--- config.mk ---
export PLATFORM = sky130hd
export DESIGN_NAME = aha_ahb_sram_ctrl
export DESIGN_NICKNAME = d
export VERILOG_FILES = /design/src/rtl/aha_sram_ctrl_pkg.sv /design/src/rtl/aha_sram_wbuf.sv /design/src/rtl/aha_ahb_sram_ctrl.sv
export SDC_FILE = /design/constraint.sdc
export NUM_CORES = 1
export LEC_CHECK = 0
export ABC_CLOCK_PERIOD_IN_PS = 3200
export CORE_MARGIN = 2
export CORE_UTILIZATION = 45
export CTS_BUF_LIST = sky130_fd_sc_hd__clkbuf_4
export CTS_CLUSTER_DIAMETER = 120
export DETAILED_ROUTE_END_ITERATION = 10
export GPL_TIMING_DRIVEN = 1
export PLACE_DENSITY = 0.93
export SETUP_SLACK_MARGIN = 0.2
export SYNTH_ARGS = -nofsm -noshare
export SYNTH_HDL_FRONTEND = slang
export SYNTH_HIERARCHICAL = 1
export SYNTH_SLANG_ARGS = --single-unit
--- constraint.sdc ---
create_clock -name CLK -period 3.2 [get_ports CLK]
set_input_delay 0.32 -clock CLK [delete_from_list [all_inputs] [get_ports CLK]]
set_output_delay 0.32 -clock CLK [all_outputs]
set_load 0.02 [all_outputs]
--- src/rtl/aha_sram_ctrl_pkg.sv ---
// Shared definitions for the AHA AHB-Lite SRAM controller.
//   - AHB HTRANS / HSIZE encodings
//   - SRAM_DW: SRAM macro data width (64)
//   - err_state_e: error-response FSM states (used when AHA_SRAM_CTRL_ERR_EN is defined)
//   - byte_mask(): 8-bit SRAM byte-lane mask for an AHB transfer
package aha_sram_ctrl_pkg;

  localparam int SRAM_DW = 64;

  typedef enum logic [1:0] {
    HTRANS_IDLE   = 2'b00,
    HTRANS_BUSY   = 2'b01,
    HTRANS_NONSEQ = 2'b10,
    HTRANS_SEQ    = 2'b11
  } htrans_e;

  typedef enum logic [2:0] {
    HSIZE_BYTE = 3'd0,
    HSIZE_HALF = 3'd1,
    HSIZE_WORD = 3'd2
  } hsize_e;

  typedef enum logic [1:0] {
    ERR_IDLE   = 2'd0,
    ERR_FIRST  = 2'd1,
    ERR_SECOND = 2'd2
  } err_state_e;

  // Lane mask of the transfer, placed at byte lane addr_lo of the 64-bit word.
  // Callers pass an already size-aligned addr_lo.
  function automatic logic [7:0] byte_mask(input logic [2:0] hsize,
                                           input logic [2:0] addr_lo);
    logic [7:0] base;
    case (hsize)
      HSIZE_BYTE: base = 8'h01;
      HSIZE_HALF: base = 8'h03;
      default:    base = 8'h0F;
    endcase
    return base << addr_lo;
  endfunction

endpackage

--- src/rtl/aha_sram_wbuf.sv ---
// One-entry write buffer with read-merge.
// Ports:
//   clk_i, rst_i       clock, synchronous active-high reset (discards the entry)
//   capture_i          load addr/mask/data and mark valid (wins over drain)
//   drain_i            entry is being written to SRAM this cycle; clear valid
//   addr_i/mask_i/data_i  entry contents to capture
//   rd_addr_i          word address of the read in its data phase
//   q_i                raw SRAM read data
//   merged_o           q_i with buffered bytes substituted on an address hit
//   buf_valid_o, buf_addr_o, buf_mask_o, buf_data_o  entry state for the drain path
module aha_sram_wbuf
  import aha_sram_ctrl_pkg::*;
#(
  parameter int WAW = 12
) (
  input  logic               clk_i,
  input  logic               rst_i,
  input  logic               capture_i,
  input  logic               drain_i,
  input  logic [WAW-1:0]     addr_i,
  input  logic [7:0]         mask_i,
  input  logic [SRAM_DW-1:0] data_i,
  input  logic [WAW-1:0]     rd_addr_i,
  input  logic [SRAM_DW-1:0] q_i,
  output logic [SRAM_DW-1:0] merged_o,
  output logic               buf_valid_o,
  output logic [WAW-1:0]     buf_addr_o,
  output logic [7:0]         buf_mask_o,
  output logic [SRAM_DW-1:0] buf_data_o
);

  logic               buf_valid_q;
  logic [WAW-1:0]     buf_addr_q;
  logic [7:0]         buf_mask_q;
  logic [SRAM_DW-1:0] buf_data_q;
  logic               hit;

  always_ff @(posedge clk_i) begin
    if (rst_i) begin
      buf_valid_q <= 1'b0;
      buf_addr_q  <= '0;
      buf_mask_q  <= '0;
      buf_data_q  <= '0;
    end else if (capture_i) begin
      buf_valid_q <= 1'b1;
      buf_addr_q  <= addr_i;
      buf_mask_q  <= mask_i;
      buf_data_q  <= data_i;
    end else if (drain_i) begin
      buf_valid_q <= 1'b0;
    end
  end

  // The entry stays valid through its drain cycle, so a read issued before the
  // drain still picks up the newer bytes here.
  always_comb begin
    merged_o = q_i;
    hit      = buf_valid_q && (buf_addr_q == rd_addr_i);
    for (int b = 0; b < 8; b++) begin
      if (hit && buf_mask_q[b]) merged_o[b*8 +: 8] = buf_data_q[b*8 +: 8];
    end
  end

  assign buf_valid_o = buf_valid_q;
  assign buf_addr_o  = buf_addr_q;
  assign buf_mask_o  = buf_mask_q;
  assign buf_data_o  = buf_data_q;

endmodule

--- src/rtl/aha_ahb_sram_ctrl.sv ---
// Zero-wait-state AHB-Lite slave in front of a 4K x 64 SRAM macro.
// Reads issue to the SRAM in the AHB address phase; writes land in a one-entry
// buffer that drains in the next cycle without an accepted read.
// Optional macro AHA_SRAM_CTRL_ERR_EN: illegal size / misaligned transfers get a
// two-cycle ERROR response; otherwise sizes > word act as word and the low
// address bits are aligned down.
// Ports:
//   CLK, RESET                       clock, synchronous active-high reset
//   HSEL, HADDR, HTRANS, HWRITE, HSIZE, HWDATA, HREADY   AHB-Lite slave inputs
//   HREADYOUT, HRESP, HRDATA         AHB-Lite slave outputs
//   SRAM_CEn, SRAM_WEn, SRAM_A, SRAM_D  SRAM macro controls (active low)
//   SRAM_Q                           SRAM read data, one cycle after CEn low
// Handshake: a transfer is taken when HSEL & HTRANS[1] & HREADY; its data phase
// is the following cycle and completes there unless HREADYOUT is low.
module aha_ahb_sram_ctrl
  import aha_sram_ctrl_pkg::*;
#(
  parameter int AW = 15,
  parameter int DW = 32
) (
  input  logic            CLK,
  input  logic            RESET,
  input  logic            HSEL,
  input  logic [AW-1:0]   HADDR,
  input  logic [1:0]      HTRANS,
  input  logic            HWRITE,
  input  logic [2:0]      HSIZE,
  input  logic [DW-1:0]   HWDATA,
  input  logic            HREADY,
  output logic            HREADYOUT,
  output logic            HRESP,
  output logic [DW-1:0]   HRDATA,
  output logic            SRAM_CEn,
  output logic [7:0]      SRAM_WEn,
  output logic [AW-4:0]   SRAM_A,
  output logic [2*DW-1:0] SRAM_D,
  input  logic [2*DW-1:0] SRAM_Q
);

  localparam int WAW = AW - 3;

  logic           accept, bad, xfer_ok, rd_accept, wr_accept, drain;
  logic [2:0]     addr_lo;
  logic [7:0]     mask;
  logic           rd_pending_q, rd_hi_q, wr_pending_q;
  logic [WAW-1:0] rd_addr_q, wr_addr_q;
  logic [7:0]     wr_mask_q;
  logic [2*DW-1:0] merged, buf_data;
  logic           buf_valid;
  logic [WAW-1:0] buf_addr;
  logic [7:0]     buf_mask;

  assign accept = HSEL & HTRANS[1] & HREADY & ~RESET;

`ifdef AHA_SRAM_CTRL_ERR_EN
  assign addr_lo = HADDR[2:0];
  assign bad     = (HSIZE > 3'd2) ||
                   ((HSIZE == 3'd1) && HADDR[0]) ||
                   ((HSIZE == 3'd2) && (HADDR[1:0] != 2'b00));
  assign mask    = byte_mask(HSIZE, addr_lo);
`else
  logic [2:0] eff_size;
  always_comb begin
    eff_size = (HSIZE > 3'd2) ? HSIZE_WORD : HSIZE;
    case (eff_size)
      HSIZE_HALF: addr_lo = {HADDR[2:1], 1'b0};
      HSIZE_WORD: addr_lo = {HADDR[2], 2'b00};
      default:    addr_lo = HADDR[2:0];
    endcase
  end
  assign bad  = 1'b0;
  assign mask = byte_mask(eff_size, addr_lo);
`endif

  assign xfer_ok   = accept & ~bad;
  assign rd_accept = xfer_ok & ~HWRITE;
  assign wr_accept = xfer_ok & HWRITE;
  // A read owns the SRAM port; during reset nothing reaches the macro.
  assign drain     = buf_valid & ~rd_accept & ~RESET;

  always_ff @(posedge CLK) begin
    if (RESET) begin
      rd_pending_q <= 1'b0;
      rd_hi_q      <= 1'b0;
      rd_addr_q    <= '0;
      wr_pending_q <= 1'b0;
      wr_addr_q    <= '0;
      wr_mask_q    <= '0;
    end else begin
      rd_pending_q <= rd_accept;
      wr_pending_q <= wr_accept;
      if (rd_accept) begin
        rd_addr_q <= HADDR[AW-1:3];
        rd_hi_q   <= HADDR[2];
      end
      if (wr_accept) begin
        wr_addr_q <= HADDR[AW-1:3];
        wr_mask_q <= mask;
      end
    end
  end

  // The write address phase never carries a read, so the entry has always
  // drained before this capture: no stall is needed.
  aha_sram_wbuf #(.WAW(WAW)) u_wbuf (
    .clk_i       (CLK),
    .rst_i       (RESET),
    .capture_i   (wr_pending_q),
    .drain_i     (drain),
    .addr_i      (wr_addr_q),
    .mask_i      (wr_mask_q),
    .data_i      ({HWDATA, HWDATA}),
    .rd_addr_i   (rd_addr_q),
    .q_i         (SRAM_Q),
    .merged_o    (merged),
    .buf_valid_o (buf_valid),
    .buf_addr_o  (buf_addr),
    .buf_mask_o  (buf_mask),
    .buf_data_o  (buf_data)
  );

  always_comb begin
    SRAM_CEn = 1'b1;
    SRAM_WEn = 8'hFF;
    SRAM_A   = buf_addr;
    SRAM_D   = buf_data;
    if (rd_accept) begin
      SRAM_CEn = 1'b0;
      SRAM_A   = HADDR[AW-1:3];
    end else if (drain) begin
      SRAM_CEn = 1'b0;
      SRAM_WEn = ~buf_mask;
    end
  end

  always_comb begin
    HRDATA = '0;
    if (rd_pending_q && !RESET) HRDATA = rd_hi_q ? merged[2*DW-1:DW] : merged[DW-1:0];
  end

`ifdef AHA_SRAM_CTRL_ERR_EN
  err_state_e err_state_q, err_state_d;

  always_ff @(posedge CLK) begin
    if (RESET) err_state_q <= ERR_IDLE;
    else       err_state_q <= err_state_d;
  end

  always_comb begin
    err_state_d = err_state_q;
    HREADYOUT   = 1'b1;
    HRESP       = 1'b0;
    case (err_state_q)
      ERR_IDLE: if (accept && bad) err_state_d = ERR_FIRST;
      ERR_FIRST: begin
        HREADYOUT   = 1'b0;
        HRESP       = 1'b1;
        err_state_d = ERR_SECOND;
      end
      ERR_SECOND: begin
        HRESP       = 1'b1;
        err_state_d = (accept && bad) ? ERR_FIRST : ERR_IDLE;
      end
      default: err_state_d = ERR_IDLE;
    endcase
  end
`else
  assign HREADYOUT = 1'b1;
  assign HRESP     = 1'b0;
`endif

endmodule

==> results.sh <==
export IMPL_timing_rr_start="wr_pending_q"
export IMPL_fin_setup_tns_ns=0
export IMPL_fillers=1005
export IMPL_p_sw_w=0.0007772
export IMPL_die_width_microns=117.8
export IMPL_sw_frac_of_total_pct=25.28
export IMPL_required_ns=2.88
export IMPL_max_stage_delay_ns=0.36
export IMPL_area_growth_pct=49.19
export IMPL_htreeDepth=4
export IMPL_ir_drop_uv=258.7
export IMPL_die_area_sq_mm=0.01387
export IMPL_die_h_microns=117.8
export IMPL_final_common_cell="clkdlybuf4s50_1"
export IMPL_timing_final_crit_share_pct=93.71
export IMPL_grt_setup_unrepaired="true"
export IMPL_power_internal_w=0.002297
export IMPL_drv_cap=0
export IMPL_hp_start="RESET"
export IMPL_combPwrFrac_pct=12.2
export IMPL_drtAntennaViolNets=0
export IMPL_fin_nets=981
export IMPL_r2r_setup_slack_ns=1.50
export IMPL_max_freq_mhz=333.5
export IMPL_synth_warnings=6
export IMPL_finalPower_w=0.003074
export IMPL_hold_path_end="wr_mask_q[0]"
export IMPL_vias_per_cell=5.146
export IMPL_clock_latency_ns=0.52
export IMPL_design_core_area_sq_mm=0.01262
export IMPL_place_inst=1010
export IMPL_cts_tree="yes"
export IMPL_finalHoldViolations=0
export IMPL_critical_path_cell_chain="xnor2_2 -> nand4_1 -> nor4_4 -> buf_12 -> nand2_8 -> mux2_4 -> mux2i_1 -> nor2_1 -> buf_4"
export IMPL_place_gp_congestion=0.8023
export IMPL_firstDrtPassIters=4
export IMPL_synth_cell_types=34
export IMPL_cts_root_buf="clkbuf_4"
export IMPL_drv_slew=0
export IMPL_drc=0
export IMPL_setup_violations=0
export IMPL_synth_area_sq_mm=0.005824
export IMPL_grt_max_degree=66
export IMPL_grt_pass1_wl_microns=27260
export IMPL_clock_sinks=120
export IMPL_synth_seq_cells=120
export IMPL_wire_per_inst_microns=16.32
export IMPL_cp_end_kind="output port"
export IMPL_power_density_mw_per_mm2=353.8
export IMPL_drt_iter0_drc=290
export IMPL_io_pins=240
export IMPL_overflow=0
export IMPL_drive_above_1_share_pct=19.13
export IMPL_num_antenna_cells=0
export IMPL_syn_num_nets=755
export IMPL_min_period_ns=2.999
export IMPL_start_util_pct=46.15
export IMPL_ctsLongestPathBuffers=2
export IMPL_cts_made_buffers=17
export IMPL_critPathLaunchType="flop"
export IMPL_hold_class="primary input to flop"
export IMPL_grt_antenna_before_repair=0
export IMPL_syn_inst=634
export IMPL_portBuffers=236
export IMPL_clock_power_share_pct=38.0
export IMPL_critPathMaxFanout=8
export IMPL_multi_input_area_sq_mm=0.003367
export IMPL_crit_slowest_cell="dfxtp_2"
export IMPL_r2r_end="u_wbuf/buf_data_o[43]"
export IMPL_status="finished, final reports clean"
export IMPL_first_global_vias=5338
export IMPL_drt_total_wl_microns=17060
export IMPL_leakage_nw=3.224
export IMPL_synth_seq_area_share_pct=41.25
export IMPL_skew_ns=0.02398
export IMPL_place_ws_ns=0.1661
export IMPL_final_cell_area_sq_mm=0.008690
export IMPL_avgSynthCellArea_sq_um=9.187
export IMPL_placed_area_sq_mm=0.008317
export IMPL_layout_common_cells="clkdlybuf4s50_1, nor2_1, mux2i_1"
export IMPL_arrival_ns=2.68
export IMPL_clkSlewWorstSetupHoldPaths_ns=0.13
export IMPL_fp_row_count=41
export IMPL_reg2regPathDepth=3
export IMPL_fin_cells=1045
export IMPL_seqPwrFrac_pct=49.9
export IMPL_worst_slew_pin_slew_ns=0.7022
export IMPL_cts_hold_buffers=0
export IMPL_path_class="flop to output port"
export IMPL_grtUsageTotal_pct=24.32
export IMPL_hold_path_depth=4
export IMPL_timing_slew_headroom_pct=53.19
export IMPL_seqCellArea_sq_mm=0.002415
export IMPL_dp_hpwl_microns=12290
export IMPL_route_vias_total=5378
export IMPL_worst_slack_ns=0.2014
-- synthesized netlist by cell type --
| cell type | instances | share of area [%] |
|---|---|---|
| nand2_1 | 58 | 3.7 |
| mux2_2 | 64 | 12 |
| o2111ai_1 | 1 | 0.15 |
| buf_2 | 15 | 1.3 |
| clkbuf_1 | 22 | 1.4 |
| a21boi_0 | 2 | 0.26 |
| a21oi_1 | 13 | 1.1 |
| nand2b_1 | 2 | 0.21 |
| mux2i_1 | 116 | 20 |
| and3_1 | 1 | 0.11 |
| xnor2_1 | 8 | 1.2 |
| nand4_1 | 3 | 0.32 |
| o21a_1 | 2 | 0.26 |
| nor2_1 | 121 | 7.8 |
| and4_1 | 1 | 0.15 |
| nor2b_1 | 1 | 0.11 |
| inv_1 | 3 | 0.19 |
| o21ai_0 | 12 | 1.0 |
| and4b_1 | 1 | 0.17 |
| and2b_2 | 1 | 0.15 |
| nand3_1 | 35 | 3.0 |
| xor2_1 | 1 | 0.15 |
| buf_4 | 4 | 0.52 |
| or3_4 | 1 | 0.19 |
| a2111o_1 | 1 | 0.19 |
| or2b_1 | 1 | 0.13 |
| nor4_4 | 1 | 0.37 |
| nand2_2 | 8 | 0.86 |
| inv_2 | 1 | 0.064 |
| conb_1 | 2 | 0.13 |
| buf_1 | 2 | 0.13 |
| dfxtp_1 | 120 | 41 |
| o21ai_1 | 9 | 0.77 |
| nand4b_2 | 1 | 0.26 |
-- registers in the layout, summed over array words and instances, names as in the netlist --
register and flops:
u_wbuf/buf_data_o 64, rd_addr_q 12, u_wbuf/buf_addr_o 12, wr_addr_q 12, u_wbuf/buf_mask_o 8, wr_mask_q 8, rd_hi_q 1, rd_pending_q 1
u_wbuf/buf_valid_o 1, wr_pending_q 1
-- power by group through the flow --
stage,combinational [W],sequential (W),clock [W]
floorplan,0.000152,0.00157,0
global placement,0.000359,0.00157,0
detailed placement,0.000366,0.00157,0
CTS,0.000371,0.00153,0.00119
global route,0.000400,0.00154,0.00127
finish,0.000374,0.00153,0.00117
-- worst max-delay path: cells and delay by family, from the launching register on --
kind,cells,cell delay [ns]
flip-flops,1,0.36
XOR/XNOR,1,0.19
AND/OR/NAND/NOR,4,0.70
multiplexers,2,0.47
buffers and inverters,2,0.41
-- kinds of logic after synthesis --
group	after synthesis	share of synthesized area [%]
AOI/OAI and AO/OA	40	3.781
xor gates and xnor gates	9	1.353
buffers and inverters	47	3.609
DFF	120	41.25
muxes	180	32.31
other	2	0.1289
and+or+nand+nor	236	17.57
-- routing by layer --
layer	global-route usage [%]	vias to the layer above	part of all wire [%]
met2	42.48	192	50
met5	0	-	0
met1	28.30	2549	41
met4	7.455	0	1.5
met3	7.800	17	6.7
li1	-	2620	-
-- what timing repair did --
action	in CTS	in global routing
setup endpoints to repair	32	32
cloned	0	0
buffers inserted	3	0
resized for setup	156	17
pin swaps	8	7
-- through the flow --
stage	utilization (%)	hold WS, ns
final	68.86	0.1907
after global routing	68.86	0.1537
after CTS	68.39	0.1493
after detailed placement	65.90	0.4476
after global placement	65.90	0.4433
after floorplan	-	0.4360
-- cell type report --
class	instances	area share, %
Clock buffer	18	1.555
Clock inverter	14	2.016
Inverter	4	0.1728
Multi-Input combinational cell	467	38.75
Sequential cell	120	27.79
Tap cell	172	2.477
Timing Repair Buffer	250	27.24
-- worst max-delay path by stage --
stage | startpoint | end | slack (ns) | cells after the start
3_5_place_dp | u_wbuf/buf_addr_o[6] | HRDATA[16] | 0.17 | 9
2_1_floorplan | u_wbuf/buf_addr_o[6] | HRDATA[10] | 0.61 | 7
5_1_grt | u_wbuf/buf_addr_o[11] | HRDATA[12] | 0.04 | 9
4_1_cts | u_wbuf/buf_addr_o[1] | HRDATA[16] | 0.13 | 9
3_3_place_gp | u_wbuf/buf_addr_o[6] | HRDATA[13] | 0.18 | 9
6_report | u_wbuf/buf_addr_o[11] | HRDATA[12] | 0.20 | 9
Power figures use the tool's default switching activity.
